$ cat src/rtl/mips_controller.sv
// Multicycle MIPS control FSM: four byte-wide fetch cycles, decode, then a
// short per-opcode execute/writeback tail. All datapath controls are decoded
// combinationally from the current state, the instruction and the zero flag.
module mips_controller (
    input  logic        clk,
    input  logic        reset,
    input  logic [31:0] instr,
    input  logic        zero,
    output logic [2:0]  alucontrol,
    output logic        alusrca,
    output logic [1:0]  alusrcb,
    output logic        iord,
    output logic [3:0]  irwrite,
    output logic        memread,
    output logic        memwrite,
    output logic        memtoreg,
    output logic        pcen,
    output logic [1:0]  pcsource,
    output logic        regdst,
    output logic        regwrite,
    output logic [3:0]  state
);

    typedef enum logic [3:0] {
        FETCH1  = 4'd0,
        FETCH2  = 4'd1,
        FETCH3  = 4'd2,
        FETCH4  = 4'd3,
        DECODE  = 4'd4,
        MEMADR  = 4'd5,
        LBRD    = 4'd6,
        LBWR    = 4'd7,
        SBWR    = 4'd8,
        RTYPEEX = 4'd9,
        RTYPEWR = 4'd10,
        BEQEX   = 4'd11,
        JEX     = 4'd12,
        ADDIEX  = 4'd13,
        ADDIWR  = 4'd14
    } state_t;

    localparam logic [5:0] OP_LB    = 6'b100000;
    localparam logic [5:0] OP_SB    = 6'b101000;
    localparam logic [5:0] OP_RTYPE = 6'b000000;
    localparam logic [5:0] OP_BEQ   = 6'b000100;
    localparam logic [5:0] OP_J     = 6'b000010;
    localparam logic [5:0] OP_ADDI  = 6'b001000;

    localparam logic [2:0] ALU_AND = 3'b000;
    localparam logic [2:0] ALU_OR  = 3'b001;
    localparam logic [2:0] ALU_ADD = 3'b010;
    localparam logic [2:0] ALU_SUB = 3'b110;
    localparam logic [2:0] ALU_SLT = 3'b111;

    state_t     state_q;
    state_t     state_d;
    logic [5:0] op;
    logic [5:0] funct;
    logic [2:0] funct_alu;
    logic       pcwrite;
    logic       branch;
    logic       unused_instr_bits;

    assign op    = instr[31:26];
    assign funct = instr[5:0];
    // Only opcode and funct fields steer control; the rest belongs to the datapath.
    assign unused_instr_bits = ^instr[25:6];

    // State register; reset forces FETCH1 asynchronously so a partially
    // executed instruction is dropped without any further write pulses.
    always_ff @(posedge clk or negedge reset) begin
        if (!reset) begin
            state_q <= FETCH1;
        end else begin
            state_q <= state_d;
        end
    end

    // Next-state sequencing; unknown opcodes fall straight back to fetch.
    always_comb begin
        state_d = FETCH1;
        case (state_q)
            FETCH1: state_d = FETCH2;
            FETCH2: state_d = FETCH3;
            FETCH3: state_d = FETCH4;
            FETCH4: state_d = DECODE;
            DECODE: begin
                case (op)
                    OP_LB, OP_SB: state_d = MEMADR;
                    OP_RTYPE:     state_d = RTYPEEX;
                    OP_BEQ:       state_d = BEQEX;
                    OP_J:         state_d = JEX;
                    OP_ADDI:      state_d = ADDIEX;
                    default:      state_d = FETCH1;
                endcase
            end
            MEMADR:  state_d = (op == OP_LB) ? LBRD : SBWR;
            LBRD:    state_d = LBWR;
            RTYPEEX: state_d = RTYPEWR;
            ADDIEX:  state_d = ADDIWR;
            default: state_d = FETCH1;
        endcase
    end

    // R-type ALU operation from the funct field; unlisted functs add.
    always_comb begin
        funct_alu = ALU_ADD;
        case (funct)
            6'b100000: funct_alu = ALU_ADD;
            6'b100010: funct_alu = ALU_SUB;
            6'b100100: funct_alu = ALU_AND;
            6'b100101: funct_alu = ALU_OR;
            6'b101010: funct_alu = ALU_SLT;
            default:   funct_alu = ALU_ADD;
        endcase
    end

    // Per-state control outputs; anything not named in a state stays 0 (ALU adds).
    always_comb begin
        alucontrol = ALU_ADD;
        alusrca    = 1'b0;
        alusrcb    = 2'b00;
        iord       = 1'b0;
        irwrite    = 4'b0000;
        memread    = 1'b0;
        memwrite   = 1'b0;
        memtoreg   = 1'b0;
        pcsource   = 2'b00;
        regdst     = 1'b0;
        regwrite   = 1'b0;
        pcwrite    = 1'b0;
        branch     = 1'b0;
        case (state_q)
            FETCH1, FETCH2, FETCH3, FETCH4: begin
                memread = 1'b1;
                irwrite = 4'b0001 << state_q[1:0];
                alusrcb = 2'b01;
                pcwrite = 1'b1;
            end
            DECODE: begin
                alusrcb = 2'b11;
            end
            MEMADR, ADDIEX: begin
                alusrca = 1'b1;
                alusrcb = 2'b10;
            end
            LBRD: begin
                memread = 1'b1;
                iord    = 1'b1;
            end
            LBWR: begin
                regwrite = 1'b1;
                memtoreg = 1'b1;
            end
            SBWR: begin
                memwrite = 1'b1;
                iord     = 1'b1;
            end
            RTYPEEX: begin
                alusrca    = 1'b1;
                alucontrol = funct_alu;
            end
            RTYPEWR: begin
                regdst   = 1'b1;
                regwrite = 1'b1;
            end
            BEQEX: begin
                alusrca    = 1'b1;
                alucontrol = ALU_SUB;
                pcsource   = 2'b01;
                branch     = 1'b1;
            end
            JEX: begin
                pcsource = 2'b10;
                pcwrite  = 1'b1;
            end
            ADDIWR: begin
                regwrite = 1'b1;
            end
            default: begin
            end
        endcase
    end

    // Branch resolves in the same cycle the ALU reports zero.
    assign pcen  = pcwrite | (branch & zero);
    assign state = state_q;

endmodule

$ cat config.mk
export PLATFORM = sky130hd
export DESIGN_NAME = mips_controller
export DESIGN_NICKNAME = d
export VERILOG_FILES = /design/src/rtl/mips_controller.sv
export SDC_FILE = /design/constraint.sdc
export NUM_CORES = 1
export LEC_CHECK = 0
export ABC_AREA = 1
export CAP_MARGIN = 20
export CORE_AREA = 2 2 39 41
export CTS_BUF_LIST = sky130_fd_sc_hd__clkbuf_4
export CTS_CLUSTER_SIZE = 10
export DETAILED_ROUTE_END_ITERATION = 10
export DIE_AREA = 0 0 41 43
export DONT_BUFFER_PORTS = 1
export GPL_TIMING_DRIVEN = 0
export MAX_ROUTING_LAYER = met4
export PLACE_DENSITY_LB_ADDON = 0.1
export SLEW_MARGIN = 20
export SYNTH_ARGS = -nofsm -noshare
export SYNTH_HDL_FRONTEND = slang
export SYNTH_SLANG_ARGS = --single-unit
$ cat constraint.sdc
create_clock -name clk -period 3 [get_ports clk]
set_input_delay 0.6 -clock clk [delete_from_list [all_inputs] [get_ports clk]]
set_output_delay 0.6 -clock clk [all_outputs]
set_load 0.05 [all_outputs]
==> results.json <==
{
  "clock_sinks": 4,
  "htree_levels": 1,
  "cts.repair.resized": 1,
  "coreArea_um2": 1380,
  "final_nets": 144,
  "synth_cells": 104,
  "root_buffer": "clkbuf_4",
  "critPathRequiredTime_ns": 2.40,
  "areaGrowthSynthToFinish_pct": 9.38,
  "grt_start_max_net_pins": 9,
  "clockBufferDepth": 2,
  "seq_area_frac_synth": 0.192,
  "wl_per_cell_um": 10.0,
  "diodes": 0,
  "grt_pass1_wl_um": 1780,
  "pre_cts_ws_ns": 0.100,
  "yosys_warnings": 0,
  "first_pass_iters": 2,
  "netlist_area_um2": 520,
  "die_area_um2": 1760,
  "worst_pin_slew_ns": 1.03,
  "hold_path.class": "input port to async pin",
  "grt_usage": 0.152,
  "arrival_ns": 2.29,
  "setup_viol": 0,
  "fin_crit_sh": 0.963,
  "hpwl_um": 1080,
  "gp_congestion": 0.716,
  "cts_post_setup_buffers_inserted": 0,
  "cap_viol_max_count": 0,
  "final_common_cell": "nor2_1",
  "portBuffers": 0,
  "r2r_slack_ns": 1.45,
  "synth.net_count": 139,
  "maxSlewViolCount": 0,
  "drt-total-wl_um": 1240,
  "rows": 14,
  "vias": 614,
  "ff2ff_path_depth": 5,
  "final.setup_skew_ns": 0.00176,
  "final_layout_size_suffix_gt1_frac": 0.0841,
  "synthTopCellsByArea": "dfrtp_1 (19%), nor2_1 (19%), nand2_1 (16%)",
  "largest_register_ffs": 4,
  "grt_pass1_vias": 499,
  "max_slew_margin": 0.315,
  "power_leakage_uw": 0.000321,
  "cts_tree": "yes",
  "antenna_found_initial": 0,
  "final_area_um2": 569,
  "cts_buffers": 3,
  "postPlaceCellArea_um2": 541,
  "reg2reg_to": "state[3]",
  "synth_area_leader_cell": "dfrtp_1",
  "die_h_um": 43,
  "remaining_drc_errors": 0,
  "fmax_mhz": 346,
  "initial_core_util": 0.376,
  "critPathKind": "flop to output port",
  "synth_cell_types": 11,
  "setup_ws_ns": 0.110,
  "clock_latency_ns": 0.23,
  "p_per_area_nw_per_um2": 1320,
  "grt-ovfl-total": 0,
  "r2r_start": "state[1]",
  "whs_ns": 0.0595,
  "vias_per_cell": 4.99,
  "final_cell_mix": "nor2_1 (25), nand2_1 (22), inv_1 (21)",
  "drt-initial-drc-count": 9,
  "min_period_ns": 2.89,
  "clk_pin_slew_worst_paths_ns": 0.04,
  "synth.top_cell.area_share": 0.192,
  "nFillCells": 167,
  "final-hold-violation-count": 0,
  "start_kind": "flop",
  "io_pins": 58,
  "cp_max_fo": 8,
  "dieWidth_um": 41,
  "drtAntennaViolNets": 0,
  "tns_ns": 0,
  "total_power_uw": 750,
  "cts_hold_buf": 0,
  "avgSynthCellArea_um2": 5.00,
  "ys_ff_latch": 4,
  "outcome": "finished, final reports clean",
  "rsz0062_at_grt": "false",
  "end_kind": "output port",
  "ir_drop_uv": 411
}
-- area by class of cell --
cell class / instances / area [um^2] / area share
clock buffers: 3 / 22.5 / 0.0396
inverters: 22 / 82.6 / 0.145
multi-input cells: 78 / 344 / 0.604
flip-flops and latches: 4 / 100 / 0.176
well taps: 16 / 20.0 / 0.0352
-- cell families after synthesis --
group	count (synthesis)	synth area share
AND/OR/NAND/NOR	70	0.572
buffers and inverters	22	0.159
AO/OA/AOI/OAI	8	0.0769
flip-flops	4	0.192
-- synth_stat cells --
master	n
nand3_1	15
a21oi_1	4
nor2_1	26
nor2_2	3
nand2_1	22
dfrtp_1	4
nand4_1	3
inv_2	1
o21ai_0	4
nor3_1	1
inv_1	21
-- per-stage QoR --
step	utilization	instances
floorplan	-	104
global placement	0.391	120
detailed placement	0.391	120
CTS	0.409	123
global route	0.411	123
finish	0.411	123
-- how the worst max path moves through the flow --
stage              from       endpoint  cells after the start
2_1_floorplan  state[0]           pcen                      4
3_3_place_gp   state[0]           pcen                      4
3_5_place_dp   state[0]           pcen                      4
4_1_cts        state[3]  alucontrol[0]                      4
5_1_grt        state[0]           pcen                      4
6_report       state[0]           pcen                      4
-- report_power, final --
group | switching [uW] | total [uW] | internal (uW) | leakage [uW]
Clock | 22.1 | 66.9 | 44.8 | 0.0000138
Sequential | 121 | 195 | 74.6 | 0.0000511
Combinational | 418 | 488 | 70.5 | 0.000256
Total | 560 | 750 | 190 | 0.000321
-- layer usage --
metal | GRT usage | share of wire | vias up
met5 | - | 0 | -
met1 | 0.148 | 0.40 | 257
met3 | 0.0209 | 0.087 | 2
li1 | - | - | 335
met4 | 0.100 | 0.012 | 0
met2 | 0.259 | 0.50 | 20
-- worst max-delay path: stages, from the launching register on --
cell and delay [ns]:
dfrtp_1 0.75, nand2_1 0.27, nor2_2 0.54, nand2_1 0.09, nand3_1 0.40
No activity file was read; power rests on OpenSTA's default activity.
